<file path="config.mk">
export PLATFORM = sky130hd
export DESIGN_NAME = int_ctrl
export DESIGN_NICKNAME = d
export VERILOG_FILES = /design/src/rtl/int_ctrl.sv
export SDC_FILE = /design/constraint.sdc
export NUM_CORES = 1
export LEC_CHECK = 0
export CELL_PAD_IN_SITES_DETAIL_PLACEMENT = 1
export CELL_PAD_IN_SITES_GLOBAL_PLACEMENT = 1
export CORE_UTILIZATION = 32
export CTS_CLUSTER_DIAMETER = 40
export DETAILED_ROUTE_END_ITERATION = 16
export PLACE_DENSITY_LB_ADDON = 0.15
export SLEW_MARGIN = 5
export SYNTH_ARGS = -nofsm -noshare
export SYNTH_HDL_FRONTEND = slang
export SYNTH_SLANG_ARGS = --single-unit
</file>
<file path="constraint.sdc">
create_clock -name CLK -period 3.9 [get_ports CLK]
set_input_delay 0.39 -clock CLK [delete_from_list [all_inputs] [get_ports CLK]]
set_output_delay 0.39 -clock CLK [all_outputs]
set_load 0.01 [all_outputs]
</file>
<file path="src/rtl/int_ctrl.sv">
// Prioritised 8-source interrupt controller with PC redirect at writeback.
// Optional nesting (two active handlers) enabled by defining INT_NEST_EN.
module int_ctrl #(
    parameter int              N_SRC      = 8,
    parameter int              ADDR_W     = 16,
    parameter logic [ADDR_W-1:0] VEC_BASE = 16'h0100,
    parameter int              VEC_STRIDE = 4
) (
    input  logic              CLK,
    input  logic              RST_N,
    input  logic [N_SRC-1:0]  IRQ_IN,
    input  logic              WB_STROBE,
    input  logic [ADDR_W-1:0] PC_IN,
    input  logic              RETI,
    input  logic              GIE_WE,
    input  logic              GIE_D,
    input  logic              MASK_WE,
    input  logic [N_SRC-1:0]  MASK_D,
    output logic [N_SRC-1:0]  MASK,
    output logic [N_SRC-1:0]  PENDING,
    output logic              INT_TAKE,
    output logic [ADDR_W-1:0] INT_VEC,
    output logic [2:0]        INT_ID,
    output logic [ADDR_W-1:0] SAVED_PC,
`ifdef INT_NEST_EN
    output logic [1:0]        NEST_DEPTH,
`endif
    output logic              IN_SERVICE
);

    typedef enum logic [1:0] {S_IDLE, S_REQ, S_SERVICE} state_t;

    state_t              r_state;
    state_t              w_state_nxt;
    logic [N_SRC-1:0]    r_hist;
    logic [N_SRC-1:0]    r_pend;
    logic [N_SRC-1:0]    r_mask;
    logic                r_gie;
    logic                r_take;
    logic [ADDR_W-1:0]   r_vec;
    logic [2:0]          r_id;
    logic [ADDR_W-1:0]   r_spc;
    logic                r_insvc;

    logic [N_SRC-1:0]    w_edge;
    logic [N_SRC-1:0]    w_elig;
    logic [N_SRC-1:0]    w_clr;
    logic                w_any;
    logic [2:0]          w_win;
    logic [ADDR_W-1:0]   w_vec;
    logic                w_take;
    logic                w_push;
    logic                w_pop;

`ifdef INT_NEST_EN
    logic [2:0]          r_stk_id [2];
    logic [ADDR_W-1:0]   r_stk_pc [2];
    logic [1:0]          r_sp;
`endif

    assign w_edge = IRQ_IN & ~r_hist;
    assign w_elig = r_pend & r_mask & {N_SRC{r_gie}};
    assign w_any  = |w_elig;
    assign w_vec  = VEC_BASE + ADDR_W'(32'(w_win) * 32'(VEC_STRIDE));

    // Lowest index wins: scan from the top so the last hit is the smallest.
    always_comb begin
        w_win = '0;
        for (int i = N_SRC - 1; i >= 0; i--) begin
            if (w_elig[i]) w_win = 3'(i);
        end
    end

    always_comb begin
        w_state_nxt = r_state;
        w_take      = 1'b0;
        w_push      = 1'b0;
        w_pop       = 1'b0;
        case (r_state)
            S_IDLE: begin
                if (w_any) w_state_nxt = S_REQ;
            end
            S_REQ: begin
                if (!w_any) begin
                    w_state_nxt = S_IDLE;
                end else if (WB_STROBE) begin
                    w_take      = 1'b1;
                    w_state_nxt = S_SERVICE;
                end
            end
            S_SERVICE: begin
                if (RETI) begin
`ifdef INT_NEST_EN
                    if (r_sp != 2'd0) w_pop = 1'b1;
                    else              w_state_nxt = S_IDLE;
`else
                    w_state_nxt = S_IDLE;
`endif
                end
`ifdef INT_NEST_EN
                else if (WB_STROBE && w_any && (w_win < r_id) && (r_sp == 2'd0)) begin
                    w_take = 1'b1;
                    w_push = 1'b1;
                end
`endif
            end
            default: w_state_nxt = S_IDLE;
        endcase
    end

    assign w_clr = w_take ? (N_SRC'(1) << w_win) : '0;

    always_ff @(posedge CLK) begin
        if (!RST_N) begin
            r_state <= S_IDLE;
            r_hist  <= '1;
            r_pend  <= '0;
            r_mask  <= '0;
            r_gie   <= 1'b0;
            r_take  <= 1'b0;
            r_vec   <= '0;
            r_id    <= '0;
            r_spc   <= '0;
            r_insvc <= 1'b0;
        end else begin
            r_state <= w_state_nxt;
            r_hist  <= IRQ_IN;
            // A fresh edge on a bit being taken this cycle is kept.
            r_pend  <= (r_pend & ~w_clr) | w_edge;
            r_take  <= w_take;
            r_insvc <= (w_state_nxt == S_SERVICE);
            if (MASK_WE) r_mask <= MASK_D;
            if (GIE_WE)  r_gie  <= GIE_D;
            if (w_take) begin
                r_id  <= w_win;
                r_vec <= w_vec;
                r_spc <= PC_IN;
            end
`ifdef INT_NEST_EN
            if (w_pop) begin
                r_id  <= r_stk_id[r_sp[0] - 1'b1];
                r_spc <= r_stk_pc[r_sp[0] - 1'b1];
            end
`endif
        end
    end

`ifdef INT_NEST_EN
    always_ff @(posedge CLK) begin
        if (!RST_N) begin
            r_sp        <= '0;
            r_stk_id[0] <= '0;
            r_stk_id[1] <= '0;
            r_stk_pc[0] <= '0;
            r_stk_pc[1] <= '0;
        end else if (w_push) begin
            r_stk_id[r_sp[0]] <= r_id;
            r_stk_pc[r_sp[0]] <= r_spc;
            r_sp              <= r_sp + 2'd1;
        end else if (w_pop) begin
            r_sp <= r_sp - 2'd1;
        end
    end

    assign NEST_DEPTH = r_sp + {1'b0, r_insvc};
`endif

    assign MASK       = r_mask;
    assign PENDING    = r_pend;
    assign INT_TAKE   = r_take;
    assign INT_VEC    = r_vec;
    assign INT_ID     = r_id;
    assign SAVED_PC   = r_spc;
    assign IN_SERVICE = r_insvc;

endmodule

</file>
==> run summary <==
Post-Synthesis Mean Instance Area: 9.00 sq um
initial core utilization: 0.332
Worst Path Required: 4.13 ns
die area: 6910 sq um
DR DRC count: 0
post-CTS setup buffer count: 0
clock latency on the worst-skew pair: 0.30 ns
internal power: 0.844 mW
sum of negative setup slack: 0 ns
Yosys reg bits: 49
Syn-to-layout area delta: 43.1%
setup slack at placement: 1.54 ns
result of the run: complete, no violations
post-detailed-route via-to-cell ratio: 4.85
overflow left after global routing: 0
Fin Hold WS: 0.452 ns
vias after detailed routing: 1,854
clock root buffer: clkbuf_8
net total in the final layout: 343
Leak Pwr: 1.19 nW
violation count after the first detailed-route iteration: 55
die extent in y: 83.1 microns
class of the worst hold path: reg2reg
max-capacitance violation count: 0
post-cts resize count: 0
CP Max Fanout: 21
predominant post-synthesis flop cell: dfxtp_1
placed cell areas: 2880 sq um
Distinct cells, synth: 40
top cell types by occurrence after synthesis: dfxtp_1 (49), nand3_1 (35), nand2_1 (29), nor2b_1 (17), buf_4 (15)
count of endpoints failing setup in the final report: 0
first-pass iteration count of the detailed router: 4
I/O pins: 92
transition time of the tightest slew-check pin: 1.11 ns
number of placement rows: 29
all-layer global routing usage: 0.151
Synthesis Warnings: 0
power density cells: 358 nW/um^2
Routed WL: 5.22 mm
area of the core: 6350 sq um
total net switching power: 0.236 mW
via count of the first global-routing pass: 1,723
register share of total power: 0.496
top cell type's share of synthesized area: 0.466
setup slack of the critical path after layout: 1.86 ns
largest net degree at the start of global routing: 69
average detailed-routed wire length per instance: 13.7 microns
clock slew seen by the registers of the worst setup and hold paths: 0.08 ns
CTS H-tree depth: 2
clock tree from TritonCTS: done
post-layout instance area: 3010 sq um
fraction of registers with async set/reset: 0
total CTS buffers: 5
hold bufs inserted after CTS: 0
die boundary width: 83.1 microns
share of synthesized area occupied by flip-flops and latches: 0.466
combinational power share: 0.112
gate count after technology mapping: 234
top cell type by total area after synthesis: dfxtp_1
first-pass GRT wire length: 8.38 mm
post-DP HPWL: 3.73 mm
fraction of power consumed by the clock network: 0.392
area of the mapped netlist: 2110 sq um
Setup Skew: 0.00781 ns
antenna-violating nets left: 0
maximum vdd ir drop: 0.193 mV
Arr. time, crit path: 2.27 ns
clock sink total: 49
initial antenna violation count: 0
most common cell in the synthesized netlist: dfxtp_1
setup repair after global routing missed its margin: no
post-placement cell count: 374
element type at the critical path end: register
net switching fraction of the power: 0.218
number of port buffers: 79
Critical Path Start Type: input pin
largest cells by area after synthesis: dfxtp_1 (47%), nand3_1 (8.3%), buf_4 (5.3%)
crit share post-route: 0.524
final std cells w/o fill: 382
clock tree buffer depth: 2
Antenna Cells: 0
type of the worst setup path: in2reg
minimum clock period after layout: 2.04 ns
routability congestion estimate from global placement: 0.780
Slew HR: 0.259
ratio of cells with drive above 1 in the final layout: 0.0393
final hold violations: 0
number of max-slew violations in the final report: 0
Achievable Freq: 489 MHz
EDFF count, synth: 0
## cell families after synthesis
logic type / Yosys count / share of synthesized area
buffers and inverters: 28 / 0.0778
AOI/OAI and AO/OA: 36 / 0.135
other: 1 / 0.00178
muxes: 9 / 0.0428
and+or+nand+nor: 111 / 0.277
DFF: 49 / 0.466
## state kept, by name (all words and copies together), names as in the netlist
signal,flops
INT_ID,2
INT_TAKE,1
INT_VEC,2
IN_SERVICE,1
MASK,8
PENDING,8
SAVED_PC,16
r_gie,1
r_hist,8
r_state,2
## layout by cell type, fill, tap and decap left out, types with 2 or more instances in the layout
| cell type | instances |
|---|---|
| o21a_1 | 2 |
| bufinv_16 | 2 |
| o21ai_0 | 6 |
| nor2_1 | 4 |
| nand3b_1 | 2 |
| nand2b_1 | 12 |
| mux2i_1 | 9 |
| a22o_1 | 4 |
| a21oi_1 | 4 |
| a31oi_1 | 2 |
| nand2_1 | 29 |
| dfxtp_1 | 49 |
| clkbuf_8 | 5 |
| o221a_1 | 3 |
| o2111ai_1 | 2 |
| a21boi_1 | 3 |
| and2_1 | 4 |
| clkdlybuf4s50_1 | 78 |
| conb_1 | 12 |
| nor2b_1 | 17 |
| nand3_1 | 35 |
## path summary, 6_finish.rpt
| path | start | cells after the start | to | slack (ns) |
|---|---|---|---|---|
| max | WB_STROBE | 5 | INT_ID[1] | 1.86 |
| min | SAVED_PC[10] | 2 | SAVED_PC[10] | 0.45 |
| max reg2reg | r_gie | 4 | INT_ID[1] | 1.89 |
| min reg2reg | SAVED_PC[10] | 2 | SAVED_PC[10] | 0.45 |
## power groups by stage
| stage | combinational [mW] | clock [mW] | sequential, mW |
|---|---|---|---|
| 6_report | 0.121 | 0.423 | 0.535 |
| 5_1_grt | 0.131 | 0.456 | 0.539 |
| 3_5_place_dp | 0.121 | 0 | 0.547 |
| 4_1_cts | 0.122 | 0.434 | 0.536 |
| 3_3_place_gp | 0.121 | 0 | 0.547 |
| 2_1_floorplan | 0.0580 | 0 | 0.546 |
## metal layers
metal	wire length, microns	track usage	vias up	part of all wire
met5	0	0	-	0
met4	70	0.0455	0	0.013
met3	306	0.0417	9	0.059
met2	2330	0.231	57	0.45
met1	2510	0.207	856	0.48
li1	-	-	932	-
## stage by stage
step,power [mW],utilization
after global routing,1.13,0.475
after global placement,0.668,0.454
final,1.08,0.475
after floorplan,0.604,-
after detailed placement,0.669,0.454
after CTS,1.09,0.475
## critical path, cell delays in order
cell             delay [ns]
clkdlybuf4s50_1        0.49
and4b_1                0.30
o41a_1                 0.74
o211ai_1               0.18
a21boi_1               0.16
## final cells by class
type	count	area, sq um
Clock buffer	5	68.8
Tap cell	77	96.3
Timing Repair Buffer	80	793
Clock inverter	3	65.1
Multi-Input combinational cell	168	1010
Sequential cell	49	981
Fill cell	742	3340
Note: power is estimated with default switching activity, not from simulation.
